--- src/rtl/ift_sram_arb_pkg.sv ---
// Shared constants and types for the two-port taint-tracking SRAM arbiter.
// Latency: n/a (types and helpers only).
// Backpressure: n/a.
package ift_sram_arb_pkg;

   localparam int NumPorts = 2;

   typedef logic [0:0] port_id_t;

   // The port that is not p; used to alternate on a tie.
   function automatic port_id_t other_port(input port_id_t p);
      return ~p;
   endfunction

endpackage

--- src/rtl/ift_sram_arbiter_if.sv ---
// Port-side and SRAM-side bundle of the arbiter, each signal paired with its taint.
// Latency: n/a (wiring only).
// Backpressure: grant is the only flow control; an ungranted request retries next cycle.
interface ift_sram_arbiter_if #(
   parameter int Width = 32,
   parameter int Aw    = 15
);
   import ift_sram_arb_pkg::*;

   logic [NumPorts-1:0]            req_i,   req_i_taint;
   logic [NumPorts-1:0]            write_i, write_i_taint;
   logic [NumPorts-1:0][Aw-1:0]    addr_i,  addr_i_taint;
   logic [NumPorts-1:0][Width-1:0] wdata_i, wdata_i_taint;
   logic [NumPorts-1:0][Width-1:0] wmask_i, wmask_i_taint;

   logic [NumPorts-1:0]            gnt_o,    gnt_o_taint;
   logic [NumPorts-1:0]            rvalid_o, rvalid_o_taint;
   logic [Width-1:0]               rdata_o,  rdata_o_taint;

   logic                           sram_req_o,   sram_req_o_taint;
   logic                           sram_write_o, sram_write_o_taint;
   logic [Aw-1:0]                  sram_addr_o,  sram_addr_o_taint;
   logic [Width-1:0]               sram_wdata_o, sram_wdata_o_taint;
   logic [Width-1:0]               sram_wmask_o, sram_wmask_o_taint;
   logic [Width-1:0]               sram_rdata_i, sram_rdata_i_taint;

   // Requesters and SRAM model side.
   modport master (
      output req_i, req_i_taint, write_i, write_i_taint, addr_i, addr_i_taint,
             wdata_i, wdata_i_taint, wmask_i, wmask_i_taint,
             sram_rdata_i, sram_rdata_i_taint,
      input  gnt_o, gnt_o_taint, rvalid_o, rvalid_o_taint, rdata_o, rdata_o_taint,
             sram_req_o, sram_req_o_taint, sram_write_o, sram_write_o_taint,
             sram_addr_o, sram_addr_o_taint, sram_wdata_o, sram_wdata_o_taint,
             sram_wmask_o, sram_wmask_o_taint
   );

   // Arbiter side.
   modport slave (
      input  req_i, req_i_taint, write_i, write_i_taint, addr_i, addr_i_taint,
             wdata_i, wdata_i_taint, wmask_i, wmask_i_taint,
             sram_rdata_i, sram_rdata_i_taint,
      output gnt_o, gnt_o_taint, rvalid_o, rvalid_o_taint, rdata_o, rdata_o_taint,
             sram_req_o, sram_req_o_taint, sram_write_o, sram_write_o_taint,
             sram_addr_o, sram_addr_o_taint, sram_wdata_o, sram_wdata_o_taint,
             sram_wmask_o, sram_wmask_o_taint
   );

endinterface

--- src/rtl/ift_rr_arb2.sv ---
// Two-way round-robin grant plus the taint of the selection decision itself.
// Latency: purely combinational, grant in the request cycle.
// Backpressure: the losing port of a tie is not granted and wins the next tie.
module ift_rr_arb2
   import ift_sram_arb_pkg::*;
(
   input  logic [NumPorts-1:0] req,
   input  logic [NumPorts-1:0] req_taint,
   input  port_id_t            last_q,
   input  logic                last_q_taint,
   output logic [NumPorts-1:0] gnt,
   output port_id_t            gnt_id,
   output logic                sel_t
);

   // Single requester wins outright; on a tie the port not granted last time wins.
   always_comb begin
      gnt    = '0;
      gnt_id = port_id_t'(0);
      if (&req) begin
         gnt_id = other_port(last_q);
      end else if (req[1]) begin
         gnt_id = port_id_t'(1);
      end
      if (|req) begin
         gnt[gnt_id] = 1'b1;
      end
   end

`ifdef IFT_SRAM_ARB_CONSERVATIVE_EN
   // Selection is tainted if either request is tainted or a tie is broken by tainted history.
   assign sel_t = (|req_taint) | ((&req) & last_q_taint);
`else
   // Selection taint disabled: taints follow only the data of the port actually chosen.
   logic sel_t_unused;
   assign sel_t_unused = ^{req_taint, last_q_taint};
   assign sel_t = 1'b0;
`endif

endmodule

--- src/rtl/ift_sram_arbiter.sv ---
// Two-port SRAM arbiter with taint propagation; IFT_SRAM_ARB_CONSERVATIVE_EN enables selection taint.
// Latency: grant and SRAM command combinational; rvalid one cycle after a granted read.
// Backpressure: an ungranted port must hold its request; a new grant is possible every cycle.
module ift_sram_arbiter #(
   parameter int Width     = 32,
   parameter int Depth     = 1 << 15,
   parameter int NumTaints = 1
) (
   input logic               clk_i,
   input logic               rst_ni,
   ift_sram_arbiter_if.slave bus
);
   import ift_sram_arb_pkg::*;

   localparam int Aw = $clog2(Depth);

   if (NumTaints != 1) begin : g_num_taints_check
      $error("ift_sram_arbiter: only NumTaints == 1 is supported");
   end

   logic [NumPorts-1:0] gnt;
   port_id_t            gnt_id;
   logic                sel_t;
   logic                any_gnt;
   port_id_t            last_q;
   logic                last_q_taint;
   logic [NumPorts-1:0] rvalid_q;
   logic [NumPorts-1:0] rvalid_taint_q;

   logic                req_sp, write_sp;
   logic [Aw-1:0]       addr_sp;
   logic [Width-1:0]    wdata_sp, wmask_sp;

   ift_rr_arb2 u_arb (
      .req          (bus.req_i),
      .req_taint    (bus.req_i_taint),
      .last_q       (last_q),
      .last_q_taint (last_q_taint),
      .gnt          (gnt),
      .gnt_id       (gnt_id),
      .sel_t        (sel_t)
   );

   assign any_gnt         = |gnt;
   assign bus.gnt_o       = gnt;
   assign bus.gnt_o_taint = bus.req_i_taint | {NumPorts{sel_t}};
   assign bus.rvalid_o       = rvalid_q;
   assign bus.rvalid_o_taint = rvalid_taint_q;
   assign bus.rdata_o        = bus.sram_rdata_i;
   assign bus.rdata_o_taint  = bus.sram_rdata_i_taint;

   // A tainted selection leaks every bit where the two candidates differ or either is tainted.
   always_comb begin
      req_sp   = 1'b0;
      write_sp = 1'b0;
      addr_sp  = '0;
      wdata_sp = '0;
      wmask_sp = '0;
      if (sel_t) begin
         req_sp   = bus.req_i_taint[0]   | bus.req_i_taint[1]   | (bus.req_i[0]   ^ bus.req_i[1]);
         write_sp = bus.write_i_taint[0] | bus.write_i_taint[1] | (bus.write_i[0] ^ bus.write_i[1]);
         addr_sp  = bus.addr_i_taint[0]  | bus.addr_i_taint[1]  | (bus.addr_i[0]  ^ bus.addr_i[1]);
         wdata_sp = bus.wdata_i_taint[0] | bus.wdata_i_taint[1] | (bus.wdata_i[0] ^ bus.wdata_i[1]);
         wmask_sp = bus.wmask_i_taint[0] | bus.wmask_i_taint[1] | (bus.wmask_i[0] ^ bus.wmask_i[1]);
      end
   end

   // SRAM command follows the granted port; zero when nobody is granted.
   always_comb begin
      bus.sram_req_o         = |bus.req_i;
      bus.sram_write_o       = 1'b0;
      bus.sram_addr_o        = '0;
      bus.sram_wdata_o       = '0;
      bus.sram_wmask_o       = '0;
      bus.sram_req_o_taint   = req_sp;
      bus.sram_write_o_taint = write_sp;
      bus.sram_addr_o_taint  = addr_sp;
      bus.sram_wdata_o_taint = wdata_sp;
      bus.sram_wmask_o_taint = wmask_sp;
      if (any_gnt) begin
         bus.sram_write_o       = bus.write_i[gnt_id];
         bus.sram_addr_o        = bus.addr_i[gnt_id];
         bus.sram_wdata_o       = bus.wdata_i[gnt_id];
         bus.sram_wmask_o       = bus.wmask_i[gnt_id];
         bus.sram_req_o_taint   = req_sp   | bus.req_i_taint[gnt_id];
         bus.sram_write_o_taint = write_sp | bus.write_i_taint[gnt_id];
         bus.sram_addr_o_taint  = addr_sp  | bus.addr_i_taint[gnt_id];
         bus.sram_wdata_o_taint = wdata_sp | bus.wdata_i_taint[gnt_id];
         bus.sram_wmask_o_taint = wmask_sp | bus.wmask_i_taint[gnt_id];
      end
   end

   // Round-robin history and its taint; reset makes port 0 win the first tie.
   always_ff @(posedge clk_i or negedge rst_ni) begin
      if (!rst_ni) begin
         last_q       <= port_id_t'(1);
         last_q_taint <= 1'b0;
      end else begin
         if (any_gnt) begin
            last_q <= gnt_id;
         end
         if (any_gnt || (|bus.req_i_taint)) begin
            last_q_taint <= sel_t;
         end
      end
   end

   // Read response strobe one cycle after a granted read; reset drops anything in flight.
   always_ff @(posedge clk_i or negedge rst_ni) begin
      if (!rst_ni) begin
         rvalid_q       <= '0;
         rvalid_taint_q <= '0;
      end else begin
         rvalid_q       <= gnt & ~bus.write_i;
         rvalid_taint_q <= bus.gnt_o_taint | (gnt & bus.write_i_taint);
      end
   end

endmodule

--- src/flat_wrapper.sv ---
// flat-port wrapper written by rule: the top's interface ports become plain ports
module ift_sram_arbiter_flat import ift_sram_arb_pkg::*;
#(
   parameter int Width     = 32,
   parameter int Depth     = 1 << 15,
   parameter int NumTaints = 1
)
  (clk_i, rst_ni, bus_req_i, bus_req_i_taint, bus_write_i, bus_write_i_taint, bus_addr_i, bus_addr_i_taint, bus_wdata_i, bus_wdata_i_taint, bus_wmask_i, bus_wmask_i_taint, bus_sram_rdata_i, bus_sram_rdata_i_taint, bus_gnt_o, bus_gnt_o_taint, bus_rvalid_o, bus_rvalid_o_taint, bus_rdata_o, bus_rdata_o_taint, bus_sram_req_o, bus_sram_req_o_taint, bus_sram_write_o, bus_sram_write_o_taint, bus_sram_addr_o, bus_sram_addr_o_taint, bus_sram_wdata_o, bus_sram_wdata_o_taint, bus_sram_wmask_o, bus_sram_wmask_o_taint);
  ift_sram_arbiter_if #(.Width(Width)) bus_i ();
  input logic clk_i;
  input logic rst_ni;
  input wire logic [$bits(bus_i.req_i)-1:0] bus_req_i;
  input wire logic [$bits(bus_i.req_i_taint)-1:0] bus_req_i_taint;
  input wire logic [$bits(bus_i.write_i)-1:0] bus_write_i;
  input wire logic [$bits(bus_i.write_i_taint)-1:0] bus_write_i_taint;
  input wire logic [$bits(bus_i.addr_i)-1:0] bus_addr_i;
  input wire logic [$bits(bus_i.addr_i_taint)-1:0] bus_addr_i_taint;
  input wire logic [$bits(bus_i.wdata_i)-1:0] bus_wdata_i;
  input wire logic [$bits(bus_i.wdata_i_taint)-1:0] bus_wdata_i_taint;
  input wire logic [$bits(bus_i.wmask_i)-1:0] bus_wmask_i;
  input wire logic [$bits(bus_i.wmask_i_taint)-1:0] bus_wmask_i_taint;
  input wire logic [$bits(bus_i.sram_rdata_i)-1:0] bus_sram_rdata_i;
  input wire logic [$bits(bus_i.sram_rdata_i_taint)-1:0] bus_sram_rdata_i_taint;
  output wire logic [$bits(bus_i.gnt_o)-1:0] bus_gnt_o;
  output wire logic [$bits(bus_i.gnt_o_taint)-1:0] bus_gnt_o_taint;
  output wire logic [$bits(bus_i.rvalid_o)-1:0] bus_rvalid_o;
  output wire logic [$bits(bus_i.rvalid_o_taint)-1:0] bus_rvalid_o_taint;
  output wire logic [$bits(bus_i.rdata_o)-1:0] bus_rdata_o;
  output wire logic [$bits(bus_i.rdata_o_taint)-1:0] bus_rdata_o_taint;
  output wire logic [$bits(bus_i.sram_req_o)-1:0] bus_sram_req_o;
  output wire logic [$bits(bus_i.sram_req_o_taint)-1:0] bus_sram_req_o_taint;
  output wire logic [$bits(bus_i.sram_write_o)-1:0] bus_sram_write_o;
  output wire logic [$bits(bus_i.sram_write_o_taint)-1:0] bus_sram_write_o_taint;
  output wire logic [$bits(bus_i.sram_addr_o)-1:0] bus_sram_addr_o;
  output wire logic [$bits(bus_i.sram_addr_o_taint)-1:0] bus_sram_addr_o_taint;
  output wire logic [$bits(bus_i.sram_wdata_o)-1:0] bus_sram_wdata_o;
  output wire logic [$bits(bus_i.sram_wdata_o_taint)-1:0] bus_sram_wdata_o_taint;
  output wire logic [$bits(bus_i.sram_wmask_o)-1:0] bus_sram_wmask_o;
  output wire logic [$bits(bus_i.sram_wmask_o_taint)-1:0] bus_sram_wmask_o_taint;
  assign bus_i.req_i = bus_req_i;
  assign bus_i.req_i_taint = bus_req_i_taint;
  assign bus_i.write_i = bus_write_i;
  assign bus_i.write_i_taint = bus_write_i_taint;
  assign bus_i.addr_i = bus_addr_i;
  assign bus_i.addr_i_taint = bus_addr_i_taint;
  assign bus_i.wdata_i = bus_wdata_i;
  assign bus_i.wdata_i_taint = bus_wdata_i_taint;
  assign bus_i.wmask_i = bus_wmask_i;
  assign bus_i.wmask_i_taint = bus_wmask_i_taint;
  assign bus_i.sram_rdata_i = bus_sram_rdata_i;
  assign bus_i.sram_rdata_i_taint = bus_sram_rdata_i_taint;
  assign bus_gnt_o = bus_i.gnt_o;
  assign bus_gnt_o_taint = bus_i.gnt_o_taint;
  assign bus_rvalid_o = bus_i.rvalid_o;
  assign bus_rvalid_o_taint = bus_i.rvalid_o_taint;
  assign bus_rdata_o = bus_i.rdata_o;
  assign bus_rdata_o_taint = bus_i.rdata_o_taint;
  assign bus_sram_req_o = bus_i.sram_req_o;
  assign bus_sram_req_o_taint = bus_i.sram_req_o_taint;
  assign bus_sram_write_o = bus_i.sram_write_o;
  assign bus_sram_write_o_taint = bus_i.sram_write_o_taint;
  assign bus_sram_addr_o = bus_i.sram_addr_o;
  assign bus_sram_addr_o_taint = bus_i.sram_addr_o_taint;
  assign bus_sram_wdata_o = bus_i.sram_wdata_o;
  assign bus_sram_wdata_o_taint = bus_i.sram_wdata_o_taint;
  assign bus_sram_wmask_o = bus_i.sram_wmask_o;
  assign bus_sram_wmask_o_taint = bus_i.sram_wmask_o_taint;
  ift_sram_arbiter #(.Width(Width), .Depth(Depth), .NumTaints(NumTaints)) u_core (.clk_i(clk_i), .rst_ni(rst_ni), .bus(bus_i));
endmodule
--- config.mk ---
export PLATFORM = sky130hd
export DESIGN_NAME = ift_sram_arbiter_flat
export DESIGN_NICKNAME = d
export VERILOG_FILES = /design/src/rtl/ift_sram_arb_pkg.sv /design/src/rtl/ift_sram_arbiter_if.sv /design/src/rtl/ift_rr_arb2.sv /design/src/rtl/ift_sram_arbiter.sv /design/src/flat_wrapper.sv
export SDC_FILE = /design/constraint.sdc
export NUM_CORES = 1
export LEC_CHECK = 0
export BUFFER_PORTS_ARGS = -buffer_cell sky130_fd_sc_hd__buf_4
export CAP_MARGIN = 20
export CORE_AREA = 2 2 242 244
export CTS_CLUSTER_SIZE = 30
export DETAILED_ROUTE_END_ITERATION = 6
export DIE_AREA = 0 0 244 246
export PLACE_DENSITY = 0.32
export SLEW_MARGIN = 20
export SYNTH_ARGS = -nofsm -noshare
export SYNTH_HDL_FRONTEND = slang
export SYNTH_SLANG_ARGS = --single-unit
--- constraint.sdc ---
create_clock -name clk_i -period 1.4 [get_ports clk_i]
set_input_delay 0.21 -clock clk_i [delete_from_list [all_inputs] [get_ports clk_i]]
set_output_delay 0.21 -clock clk_i [all_outputs]
set_load 0.05 [all_outputs]
; Word-level counts from Yosys, hierarchy flattened
; Index checks and enable logic that the tools add are counted.
[word_totals]
reg_bits = 5
input_bits = 390
wordCells = 46
[classes]
n_lt_le_gt_ge = 2
mux = 32
bitwise = 5
reduce_logical = 4
[op_table]
columns = operator, n
row1 = 32-bit two-way mux, 12
row2 = 15-bit two-way mux, 6
row3 = 1-bit two-way mux, 12
row4 = 2-bit bitwise AND, 2
row5 = 2-bit OR reduction, 2
row6 = 1-bit by 2-bit less-than comparator with 1-bit output (second input constant), 1
row7 = 2-bit two-way mux, 1
row8 = 2-bit inverter, 1
row9 = 2-bit bitwise OR, 1
row10 = 2-bit AND reduction, 1
row11 = 1-bit demux with 1-bit select, 1
row12 = 1-bit greater-or-equal comparator (second input constant), 1
row13 = 1-bit logical AND, 1
row14 = 1-bit inverter, 1

; Longest topological paths before layout
; Gate-level depths: netlist of the first run.
[logic_depth]
ltp_word = 9
ltp_mapped = 5
depth_no_buf = 2

; Modules after synthesis
; Synthesis of the first run repeated with hierarchy kept, for this count alone.
[unflattened]
cells_unflattened = 715
hier_area_um2 = 4624.4
[by_module_without_submodules]
columns = mod, instances, cells_each, area_per_inst_um2, seq_area_each_um2
row1 = ift_sram_arbiter, 1, 709, 4586.9, 151.4
row2 = ift_rr_arb2, 1, 6, 37.5, 0.0

; Worst setup path before layout of the first run
; OpenSTA, ideal clock, no wires.
[synth_path]
path_type = register to output
from = register u_core.last_q
to = output port bus_sram_wmask_o[10]
arrival_time_ns = 1.487
required_ns = 1.190
path_slack_ns = -0.297
stages_incl_launch_ff = 5
path_buffers = 2
path_cell_list = dfstp_2 > nand2b_1 > buf_2 > buf_2 > a32o_1
[synth_between]
elab_chain_cells = 9
word_cells_on_any_way = 12
cone_classes = 2 x order compare / 7 x mux / 1 x bitwise / 2 x reduce/logical
[synth_rtl]
columns = item, line
row1 = start: declaration, ift_sram_arbiter.sv:25  ; port_id_t last_q;
row2 = start signal: assignment, ift_sram_arbiter.sv:96  ; last_q <= port_id_t'(1);
row3 = start signal: assignment, ift_sram_arbiter.sv:100  ; last_q <= gnt_id;
row4 = 1-bit inverter (*), ift_sram_arb_pkg.sv:12  ; return ~p;
row5 = 1-bit two-way mux (*), ift_rr_arb2.sv:20  ; if (&req) begin
row6 = 1-bit by 2-bit less-than comparator with 1-bit output (implied by the code) or 1-bit greater-or-equal comparator (tied branches), ift_rr_arb2.sv:26  ; gnt[gnt_id] = 1'b1;
row7 = 1-bit logical AND (implied by the code), ift_rr_arb2.sv:26
row8 = 1-bit two-way mux (implied by the code), ift_rr_arb2.sv:26
row9 = 1-bit demux with 1-bit select, ift_rr_arb2.sv:26
row10 = 2-bit two-way mux, ift_rr_arb2.sv:25  ; if (|req) begin
row11 = 2-bit OR reduction, ift_sram_arbiter.sv:44  ; assign any_gnt = |gnt;
row12 = 32-bit two-way mux (*), ift_sram_arbiter.sv:80  ; if (any_gnt) begin
row13 = end: declaration, flat_wrapper.sv:38  ; output wire logic [$bits(bus_i.sram_wmask_o)-1:0] bus_sram_wmask_o;
; Mark *: on every way between the ends. The rest lies on a longest branch, timed or not. The select of a mux whose other input is x is not followed.

; Worst setup path after layout of the first run
[layout_path]
from = register u_core.last_q
to = output port bus_sram_addr_o[12]
[layout_between]
elab_chain_cells = 9
word_cells_on_any_way = 12
cone_classes = 2 x order compare / 7 x mux / 1 x bitwise / 2 x reduce/logical
[layout_rtl]
columns = item, line
row1 = 1-bit inverter (*), ift_sram_arb_pkg.sv:12
row2 = 1-bit two-way mux (*), ift_rr_arb2.sv:20
row3 = 1-bit by 2-bit less-than comparator with 1-bit output (implied by the code) or 1-bit greater-or-equal comparator (tied branches), ift_rr_arb2.sv:26
row4 = 1-bit logical AND (implied by the code), ift_rr_arb2.sv:26
row5 = 1-bit two-way mux (implied by the code), ift_rr_arb2.sv:26
row6 = 1-bit demux with 1-bit select, ift_rr_arb2.sv:26
row7 = 2-bit two-way mux, ift_rr_arb2.sv:25
row8 = 2-bit OR reduction, ift_sram_arbiter.sv:44
row9 = 15-bit two-way mux (*), ift_sram_arbiter.sv:80
row10 = end: declaration, flat_wrapper.sv:34  ; output wire logic [$bits(bus_i.sram_addr_o)-1:0] bus_sram_addr_o;
; Marks and branches as above.

==> results of run 1 <==
metrics by stage:
stage | utilization (%) | instance area (µm²)
6_report | 15.2 | 8720
5_1_grt | 15.2 | 8710
4_1_cts | 14.5 | 8300
3_5_place_dp | 12.7 | 7310
3_3_place_gp | 12.7 | 7310
2_1_floorplan | - | 2820
power breakdown:
| group | switching (mW) | internal [mW] |
|---|---|---|
| registers | 0.00787 | 0.161 |
| clock network | 0.110 | 0.379 |
| logic | 3.04 | 2.60 |
| total | 3.15 | 3.14 |
worst min path at each step:
stage	to	slack (ns)	cells after the start
floorplan	u_core.bus.rvalid_o[0]	-0.09	0
global route	u_core.bus.rvalid_o[1]	0.15	2
detailed placement	u_core.bus.rvalid_o[0]	0.04	1
global placement	u_core.bus.rvalid_o[0]	0.03	1
finish	u_core.bus.rvalid_o[1]	0.14	2
CTS	u_core.bus.rvalid_o[1]	0.14	2
flip-flops by register name, summed over array words and instances, names as in the netlist:
register and cells:
u_core.bus.rvalid_o 2, u_core.bus.rvalid_o_taint 2, u_core.last_q 1
cells by family after synthesis:
kind of cell / count (synthesis) / synth area share [%]
buffers and inverters: 121 / 29.9
AND/OR/NAND/NOR: 6 / 1.46
flip-flops: 5 / 4.90
AO/OA/AOI/OAI: 165 / 63.8
routing by layer:
metal | vias up | global-route usage (%)
li1 | 2184 | -
met2 | 363 | 15.8
met1 | 2264 | 9.34
met4 | 2 | 2.51
met3 | 47 | 2.97
met5 | - | 0
cell usage in the layout (no fill, tap or decap):
cell and count:
buf_4 357, a32o_2 161, buf_6 124, buf_8 60
buf_12 20, clkbuf_16 9, buf_16 4, dfrtp_1 4
diode_2 2, nand2b_4 1, and2_4 1, and3b_1 1
a31o_2 1, a21boi_4 1, or2_2 1, nor2b_1 1
a21o_1 1, nor2_1 1, a21oi_1 1, clkbuf_1 1
dlygate4sd3_1 1, dfstp_2 1
repair_timing:
| item | CTS | global route |
|---|---|---|
| cloned | 3 | 6 |
| setup endpoints to repair | 163 | 164 |
| gates resized for setup | 179 | 77 |
| buffers inserted | 14 | 1 |
| pin swaps | 15 | 48 |
| hold buffers | 1 | 0 |
| hold endpoints to repair | 5 | 0 |
layout make-up:
class | count | area (µm²) | area share (%)
multi-input cells | 171 | 1900 | 21.8
diodes | 2 | 5.00 | 0.0574
flip-flops and latches | 5 | 126 | 1.45
clock buffers | 4 | 78.8 | 0.904
well taps | 765 | 957 | 11.0
repair buffers | 572 | 5650 | 64.8
==> qor.yml, run 1 <==
die:
  initial_core_util_pct: 4.49
  dieArea_um2: 60000
  rows: 88
  core_area_um2: 57400
  io-pin-count: 624
  die_w_um: 244
  die_height_um: 246
global_routing:
  grt_usage_pct: 8.62
  antenna_found_initial: 6
  grt_pass1_vias: 5155
  grt_start_max_net_pins: 41
  grt_pass1_wl_um: 37300
  gr-total-overflow: 0
timing:
  skew_ns: 0.000937
  final-hold-violation-count: 0
  grt_setup_unrepaired: "yes"
  timing.fmax_mhz: 505
  max_slew_margin_pct: 83.4
  totalNegativeSetupSlack_ns: -83.63
  setup_violations: 163
  hold_ws_ns: 0.142
  worst_pin_slew_ns: 0.249
  layout_min_cycle_time_ns: 1.98
  period_share_pct: 142
  finalWorstSetupSlack_ns: -0.581
  finalMaxSlewViolations: 0
critical_path:
  slowest_stage: "dfstp_2"
  endpoint: "bus_sram_addr_o[12]"
  crit_buf_inv: 4
  rr_worst_depth: 5
  path_depth: 6
  rrSetupSlack_ns: 0.05
  cp.arrival_ns: 1.77
  critPathMaxFanout: 8
  worst_ep_required_time_ns: 1.19
  start_kind: "register"
  cpPeakStageDelay_ns: 0.54
  rr_endpoint: "u_core.bus.rvalid_o_taint[0]"
  worstSetupPathType: "reg -> out"
  cp-end-kind: "output pin"
  worstPathCellList: "nand2b_4 -> buf_12 -> buf_16 -> clkbuf_16 -> a32o_2 -> buf_8"
  critPathLaunch: "u_core.last_q"
  worstReg2RegStart: "u_core.last_q"
  critPathTopFamily: "buffers and inverters"
logic_synthesis:
  synth_edf_count: 0
  synth-seq-area-share_pct: 4.90
  yosys-top-cells-area: "a32o_1 63%, buf_4 21%, buf_2 6.8%, dfrtp_1 3.9%, clkbuf_1 1.9%"
  yosys_register_bits: 5
  synth_top_area_share_pct: 62.5
  avgSynthCellArea_um2: 8.68
  synthesis.nets: 687
  synth_ff_type: "dfrtp_1"
  synth_warnings: 0
  synthArstFlopShare_pct: 100
  netlist_area_um2: 2580
  synth.most_common_cell: "a32o_1"
  ys_types: 17
  synth_common_cells: "161 x a32o_1, 72 x buf_4, 35 x buf_2, 13 x clkbuf_1, 4 x dfrtp_1"
  synth.largest_area_cell: "a32o_1"
  synthCells: 297
outcome:
  violations: "setup timing"
  status: "complete, but fails checks"
min_path:
  min_from: "bus_write_i[1]"
  min_path_type: "in -> reg"
cts:
  clk_pin_slew_ns: 0.03
  cts_buffers: 3
  cts_tree: "built"
  cts_sinks: 5
  htreeDepth: 1
  cts_root_buffer: "clkbuf_16"
  cts_buffer_depth: 2
  insertion_delay_ns: 0.23
detailed_routing:
  first_iter_violations: 122
  wl_per_cell_um: 19.2
  dr_wl_met3_um: 2950
  drc_errors: 0
  routed_wl_um: 29200
  antenna_left: 0
  vias: 4860
  wl_met2_um: 14500
  viasPerCell: 3.20
  wl_met1_um: 11000
  routed.top_layer: "met5"
  first_pass_iters: 4
final_layout:
  drive_gt1_share_pct: 98.5
  nFillCells: 6513
  syn_to_final_growth_pct: 238
  nets: 1143
  fin_cells: 1519
place:
  pre_cts_ws_ns: -0.394
  io_buffers: 495
  place_congestion: 0.785
  hpwl_um: 23600
  dp.cells: 1490
job:
  drv_cap: 0
power_and_ir_drop:
  p_per_area_nw_per_um2: 722
  peakVddDrop_mv: 0.627
  p_total_mw: 6.29
  p_leak_nw: 4.48
No activity file was read; power rests on OpenSTA's default activity.
==> run 2, diff against run 1 <==
--- a/config.mk
+++ b/config.mk
@@ -5,13 +5,15 @@
 export SDC_FILE = /design/constraint.sdc
 export NUM_CORES = 1
 export LEC_CHECK = 0
+export ABC_AREA = 1
 export BUFFER_PORTS_ARGS = -buffer_cell sky130_fd_sc_hd__buf_4
-export CAP_MARGIN = 20
-export CORE_AREA = 2 2 242 244
+export CAP_MARGIN = 0
+export CORE_AREA = 2 2 241 243
 export CTS_CLUSTER_SIZE = 30
 export DETAILED_ROUTE_END_ITERATION = 6
-export DIE_AREA = 0 0 244 246
-export PLACE_DENSITY = 0.32
+export DIE_AREA = 0 0 243 245
+export GPL_TIMING_DRIVEN = 0
+export PLACE_DENSITY = 0.33
 export SLEW_MARGIN = 20
 export SYNTH_ARGS = -nofsm -noshare
 export SYNTH_HDL_FRONTEND = slang
==> run 2 against run 1 <==
  * The flow still finishes with violations (setup timing)
  * Clock skew barely moved
  * Clock power fell by 1%
  * Wire length rose by 3.0%
  * Critical path depth rose by 2
  * Sequential power fell by 4%
  * Critical endpoint is now bus_sram_wmask_o[3]
  * Register-to-register slack got worse by 0.10 ns
  * Final area rose by 28%
  * Global-route usage rose by 0.49 points
  * Clock-buffer cell count did not move
  * Area after synthesis rose by 5.0%
  * Non-clock buffer count rose by 108
  * Flip-flop and latch count did not move
  * Critical path type unchanged
==> qor.yml, run 2 <==
final_layout:
  fin_cells: 1956  # was 1519
  syn_to_final_growth_pct: 311  # was 238%
  stdcell_area_um2: 11100  # was 8720 µm²
  layout_common_cells: "484 x buf_4, 243 x nand2_1, 130 x buf_8"  # was 357 x buf_4, 161 x a32o_2, 124 x buf_6
  multi_input_area_um2: 3240  # was 1900 µm²
  nets: 1581  # was 1143
  nFillCells: 6388  # was 6513
  seqCellArea_um2: 126  # unchanged
  final_common_cell: "buf_4"  # unchanged
  drive_gt1_share_pct: 78.2  # was 98.5%
detailed_routing:
  drc_errors: 0  # unchanged
  routed_wl_um: 30100  # was 29200 µm
  first_iter_violations: 107  # was 122
  wl_per_cell_um: 15.4  # was 19.2 µm
  antenna_left: 0  # unchanged
  vias: 5854  # was 4860
  viasPerCell: 2.99  # was 3.20
  first_pass_iters: 4  # unchanged
critical_path:
  rr_endpoint: "u_core.bus.rvalid_o[0]"  # was u_core.bus.rvalid_o_taint[0]
  worst_ep_required_time_ns: 1.19  # about the same
  cp.arrival_ns: 1.79  # was 1.77 ns
  critPathMaxFanout: 7  # was 8
  worstSetupPathType: "reg -> out"  # unchanged
  rr_worst_depth: 8  # was 5
  start_kind: "register"  # unchanged
  cp-end-kind: "output pin"  # unchanged
  rrSetupSlack_ns: -0.05  # was 0.05 ns
  worstReg2RegStart: "u_core.last_q"  # unchanged
logic_synthesis:
  ys_types: 12  # was 17
  synth_fa_ha_area_share_pct: 0  # unchanged
  yosys_register_bits: 5  # unchanged
  synth_edf_count: 0  # unchanged
  synth_top_area_share_pct: 67.6  # was 62.5%
  synth_compound_area_share_pct: 0.971  # was 63.8%
  synthCells: 606  # was 297
  synth_ff_type: "dfrtp_1"  # unchanged
  synth.largest_area_cell: "nand2_1"  # was a32o_1
  netlist_area_um2: 2710  # was 2580 µm²
  synth_common_cells: "487 x nand2_1, 76 x buf_4, 15 x buf_2, 9 x clkbuf_1, 7 x inv_1"  # was 161 x a32o_1, 72 x buf_4, 35 x buf_2, 13 x clkbuf_1, 4 x dfrtp_1
  synth_top_family_by_area: "simple AND/OR/NAND/NOR gates"  # was compound AO/OA/AOI/OAI gates
  synth_warnings: 0  # unchanged
  synth-seq-area-share_pct: 4.67  # was 4.90%
  synthXorXnorAreaFrac_pct: 0  # unchanged
  synth_mux_area_share_pct: 0  # unchanged
  yosys-top-cells-area: "nand2_1 68%, buf_4 21%, dfrtp_1 3.7%, buf_2 2.8%, clkbuf_1 1.2%"  # was a32o_1 63%, buf_4 21%, buf_2 6.8%, dfrtp_1 3.9%, clkbuf_1 1.9%
  avgSynthCellArea_um2: 4.46  # was 8.68 µm²
  synthArstFlopShare_pct: 100  # unchanged
  synthesis.nets: 996  # was 687
  synth.most_common_cell: "nand2_1"  # was a32o_1
  synth-simple-area-share_pct: 68.0  # was 1.46%
timing:
  max_slew_margin_pct: 81.4  # was 83.4%
  grt_setup_unrepaired: "yes"  # unchanged
  finalWorstSetupSlack_ns: -0.598  # was -0.581 ns
  finalMaxSlewViolations: 0  # unchanged
  layout_min_cycle_time_ns: 2.00  # was 1.98 ns
  setup_violations: 164  # was 163
  timing.fmax_mhz: 500  # was 505 MHz
  skew_ns: 0.000460  # was 0.000937 ns
  period_share_pct: 143  # was 142%
  worst_pin_slew_ns: 0.280  # was 0.249 ns
  final-hold-violation-count: 0  # unchanged
  totalNegativeSetupSlack_ns: -83.88  # was -83.63 ns
  hold_ws_ns: 0.141  # was 0.142 ns
job:
  drv_cap: 0  # unchanged
cts:
  cts_buffers: 3  # unchanged
  cts_sinks: 5  # unchanged
  insertion_delay_ns: 0.23  # about the same
  cts_buffer_depth: 2  # unchanged
  cts_root_buffer: "clkbuf_16"  # unchanged
  cts_tree: "built"  # unchanged
  htreeDepth: 1  # unchanged
  clk_pin_slew_ns: 0.04  # was 0.03 ns
die:
  rows: 88  # unchanged
  die_w_um: 243  # was 244 µm
  core_area_um2: 57000  # was 57400 µm²
  io-pin-count: 624  # unchanged
  initial_core_util_pct: 4.74  # was 4.49%
  dieArea_um2: 59500  # was 60000 µm²
  die_height_um: 245  # was 246 µm
min_path:
  hold_end: "u_core.bus.rvalid_o[0]"  # was u_core.bus.rvalid_o[1]
  min_path_type: "in -> reg"  # unchanged
  worstHoldPathCells: 2  # unchanged
  min_from: "bus_write_i[0]"  # was bus_write_i[1]
power_and_ir_drop:
  p_comb_share_pct: 90.6  # was 89.6%
  peakVddDrop_mv: 0.283  # was 0.627 mV
  p_leak_nw: 5.73  # was 4.48 nW
  swShare_pct: 53.4  # was 50.1%
  switchingPower_mw: 3.66  # was 3.15 mW
  p_clk_share_pct: 7.0  # was 7.8%
  p_per_area_nw_per_um2: 616  # was 722 nW/µm²
  internal-power_mw: 3.20  # was 3.14 mW
  p_seq_share_pct: 2.4  # was 2.7%
place:
  io_buffers: 559  # was 495
  pre_cts_ws_ns: -0.968  # was -0.394 ns
  hpwl_um: 25700  # was 23600 µm
  place_area_um2: 8940  # was 7310 µm²
  place_congestion: 0.851  # was 0.785
  dp.cells: 1930  # was 1490
outcome:
  status: "complete, but fails checks"  # unchanged
  violations: "setup timing"  # unchanged
global_routing:
  grt_start_max_net_pins: 11  # was 41
  grt_pass1_wl_um: 40200  # was 37300 µm
  grt_usage_pct: 9.11  # was 8.62%
  antenna_found_initial: 5  # was 6
  grt_pass1_vias: 5993  # was 5155
  gr-total-overflow: 0  # unchanged
## run 2: per-stage QoR
step	power, mW	util (%)
4_1_cts	6.49	18.0
6_report	6.86	19.5
2_1_floorplan	3.33	-
5_1_grt	7.19	19.5
3_3_place_gp	5.29	15.7
3_5_place_dp	5.28	15.7
## run 2: routing by layer
metal	vias to the layer above	global-route usage, %	share of wire [%]
met4	0	1.70	2.4
met2	363	17.8	54
met5	-	0	0
met3	22	2.59	8.4
li1	2889	-	-
met1	2580	9.65	35
## run 2: cell type report
cell class / instances / area share, %
inverter: 9 / 0.371
clock buffer: 4 / 0.708
multi-input combinational: 492 / 29.2
timing repair buffer: 584 / 51.7
tap: 765 / 8.60
buffer: 96 / 8.33
sequential: 5 / 1.14
antenna: 1 / 0.0225
## run 2: kinds of logic after synthesis
group	after synthesis
flops	5
simple gates	489
compound gates	3
buf+inv	109
## run 2: critical path, cell delays in order (launching register included)
cell	delay, ns
dfstp_2	0.54
inv_2	0.05
a21oi_4	0.15
buf_12	0.17
clkbuf_16	0.18
buf_12	0.14
nand2_4	0.05
nand2_4	0.11
buf_8	0.15
## run 2: worst max-delay path by stage
stage	start	to	slack [ns]	depth (start not counted)
final	u_core.last_q	bus_sram_wmask_o[3]	-0.60	8
after global routing	u_core.last_q	bus_sram_wmask_o_taint[5]	-0.66	8
after CTS	u_core.last_q	bus_sram_wdata_o_taint[14]	-0.67	8
after detailed placement	u_core.last_q	bus_sram_wmask_o[3]	-0.97	7
after global placement	u_core.last_q	bus_sram_wmask_o[3]	-0.97	7
after floorplan	u_core.last_q	bus_sram_wmask_o_taint[22]	-0.19	5
## run 2: power by group through the flow
stage / logic (mW) / clock network [mW] / registers, mW
final: 6.21 / 0.482 / 0.163
after floorplan: 3.14 / 0 / 0.189
after CTS: 5.82 / 0.510 / 0.164
after global routing: 6.50 / 0.521 / 0.164
after global placement: 5.12 / 0 / 0.165
after detailed placement: 5.11 / 0 / 0.165
## run 2: timing repair
action / CTS / global route
hold buffers: 1 / 0
hold endpoints to repair: 5 / 0
endpoints found under the setup margin: 166 / 165
buffers inserted: 7 / 7
pin swaps: 4 / 14
cloned: 2 / 9
gates resized for setup: 301 / 171
==> run 3, diff against run 2 <==
--- a/config.mk
+++ b/config.mk
@@ -8,12 +8,13 @@
 export ABC_AREA = 1
 export BUFFER_PORTS_ARGS = -buffer_cell sky130_fd_sc_hd__buf_4
 export CAP_MARGIN = 0
-export CORE_AREA = 2 2 241 243
+export CELL_PAD_IN_SITES_DETAIL_PLACEMENT = 1
+export CELL_PAD_IN_SITES_GLOBAL_PLACEMENT = 2
+export CORE_AREA = 2 2 245 247
 export CTS_CLUSTER_SIZE = 30
 export DETAILED_ROUTE_END_ITERATION = 6
-export DIE_AREA = 0 0 243 245
-export GPL_TIMING_DRIVEN = 0
-export PLACE_DENSITY = 0.33
+export DIE_AREA = 0 0 247 249
+export PLACE_DENSITY = 0.65
 export SLEW_MARGIN = 20
 export SYNTH_ARGS = -nofsm -noshare
 export SYNTH_HDL_FRONTEND = slang
==> run 3 against run 2 <==
  * Setup slack better by 0.073 ns
  * Final area down 18%
  * Register-to-register slack about the same
  * Via count is 6.7% lower
  * Combinational power decreased by 20%
  * The run still ends with setup timing left
  * Sequential power about the same
  * Clock power decreased by 2%
==> qor.yml, run 3 (synthesis results as in run 2) <==
timing:
  setup_violations: 165  # was 164
  finalMaxSlewViolations: 0  # unchanged
  final-hold-violation-count: 0  # unchanged
  skew_ns: 0.00292  # was 0.000460 ns
  worst_pin_slew_ns: 0.259  # was 0.280 ns
  max_slew_margin_pct: 82.9  # was 81.4%
  layout_min_cycle_time_ns: 1.92  # was 2.00 ns
  totalNegativeSetupSlack_ns: -76.07  # was -83.88 ns
  grt_setup_unrepaired: "yes"  # unchanged
  finalWorstSetupSlack_ns: -0.525  # was -0.598 ns
  period_share_pct: 137  # was 143%
  timing.fmax_mhz: 520  # was 500 MHz
  hold_ws_ns: 0.161  # was 0.141 ns
detailed_routing:
  vias: 5459  # was 5854
  first_pass_iters: 4  # unchanged
  antenna_left: 0  # unchanged
  wl_per_cell_um: 13.8  # was 15.4 µm
  routed_wl_um: 25100  # was 30100 µm
  first_iter_violations: 54  # was 107
  drc_errors: 0  # unchanged
  viasPerCell: 3.00  # was 2.99
final_layout:
  syn_to_final_growth_pct: 239  # was 311%
  diodes: 0  # was 1
  layout_common_cells: "380 x buf_4, 295 x nand2_1, 91 x nand2_4"  # was 484 x buf_4, 243 x nand2_1, 130 x buf_8
  nets: 1440  # was 1581
  final_common_cell: "buf_4"  # unchanged
  drive_gt1_share_pct: 70.4  # was 78.2%
critical_path:
  worstSetupPathType: "reg -> out"  # unchanged
  cp.arrival_ns: 1.71  # was 1.79 ns
  endpoint: "bus_sram_addr_o[13]"  # was bus_sram_wmask_o[3]
  rr_endpoint: "u_core.bus.rvalid_o_taint[1]"  # was u_core.bus.rvalid_o[0]
  critPathMaxFanout: 28  # was 7
  rrSetupSlack_ns: -0.06  # was -0.05 ns
  rr_worst_depth: 7  # was 8
  worst_ep_required_time_ns: 1.19  # about the same
  cp-end-kind: "output pin"  # unchanged
  start_kind: "register"  # unchanged
  critPathLaunch: "u_core.last_q"  # unchanged
  worstReg2RegStart: "u_core.last_q"  # unchanged
place:
  io_buffers: 495  # was 559
  place_congestion: 0.733  # was 0.851
  pre_cts_ws_ns: -0.345  # was -0.968 ns
  hpwl_um: 21900  # was 25700 µm
global_routing:
  grt_start_max_net_pins: 41  # was 11
  antenna_found_initial: 3  # was 5
  grt_usage_pct: 7.39  # was 9.11%
  gr-total-overflow: 0  # unchanged
  grt_pass1_wl_um: 34600  # was 40200 µm
  grt_pass1_vias: 5977  # was 5993
outcome:
  status: "complete, but fails checks"  # unchanged
  violations: "setup timing"  # unchanged
die:
  rows: 89  # was 88
  initial_core_util_pct: 4.61  # was 4.74%
  io-pin-count: 624  # unchanged
  die_height_um: 249  # was 245 µm
  core_area_um2: 58700  # was 57000 µm²
  die_w_um: 247  # was 243 µm
  dieArea_um2: 61500  # was 59500 µm²
cts:
  cts_buffer_depth: 2  # unchanged
  clk_pin_slew_ns: 0.04  # about the same
  cts_sinks: 5  # unchanged
  cts_tree: "built"  # unchanged
  htreeDepth: 1  # unchanged
  cts_buffers: 3  # unchanged
  insertion_delay_ns: 0.23  # about the same
  cts_root_buffer: "clkbuf_16"  # unchanged
power_and_ir_drop:
  p_per_area_nw_per_um2: 611  # was 616 nW/µm²
  p_leak_nw: 4.69  # was 5.73 nW
  peakVddDrop_mv: 0.264  # was 0.283 mV
job:
  drv_cap: 0  # unchanged
min_path:
  min_path_type: "in -> reg"  # unchanged
## run 3: cell types whose count changed in the layout (fill, tap and decap cells not counted), moves of 3 or more
cell / delta
buf_4: -104
buf_8: -73
buf_6: +64
nand2_1: +52
nand2_2: -25
nand2_4: -24
buf_12: -14
clkbuf_16: -8
nand2_8: -3
## run 3: layout make-up
cell class                 instances  area (µm²)
inverter                           9        41.3
clock buffer                       4        78.8
tap                              773         967
fill                            7091       49500
multi-input combinational        492        2950
timing repair buffer             539        5000
sequential                         5         126
## run 3: power by group
part | total (mW) | switching [mW] | leakage [nW] | internal [mW]
Combinational | 4.97 | 2.91 | 4.59 | 2.06
Clock | 0.470 | 0.0925 | 0.0382 | 0.377
Sequential | 0.164 | 0.00678 | 0.0592 | 0.157
Total | 5.60 | 3.00 | 4.69 | 2.60
## run 3: timing repair
action / in CTS / in global routing
setup buffers: 2 / 1
cloned: 2 / 1
endpoints found under the hold margin: 5 / 0
setup endpoints to repair: 165 / 165
resized for setup: 138 / 82
hold buffers: 1 / 0
## run 3: through the flow
step	power (mW)	util [%]	instance area, µm²	cells
floorplan	3.33	-	3790	606
global route	5.90	15.6	9160	1822
finish	5.60	15.6	9160	1822
global placement	4.61	13.9	8140	1811
detailed placement	4.64	13.9	8140	1811
CTS	5.49	15.0	8820	1820
## run 3: critical path, cell delays in order, from the launching register on
cell,delay (ns)
dfstp_2,0.53
inv_2,0.05
a21oi_4,0.18
buf_12,0.21
buf_4,0.18
nand2_1,0.07
nand2_2,0.06
buf_6,0.15
## run 3: how the worst min path moves through the flow
stage,slack [ns],cells after the start,start,to
floorplan,-0.09,0,rst_ni,u_core.bus.rvalid_o[0]
global placement,0.03,1,rst_ni,u_core.bus.rvalid_o[1]
detailed placement,0.03,1,rst_ni,u_core.bus.rvalid_o[1]
CTS,0.17,2,bus_write_i[0],u_core.bus.rvalid_o[0]
global route,0.16,2,bus_write_i[0],u_core.bus.rvalid_o[0]
finish,0.16,2,bus_write_i[0],u_core.bus.rvalid_o[0]
## run 3: metal layers
metal	GRT usage, %	vias to the layer above	wire (µm)
li1	-	2603	-
met1	7.08	2450	8200
met2	15.0	392	13500
met3	2.62	14	3030
met4	1.03	0	318
met5	0	-	0
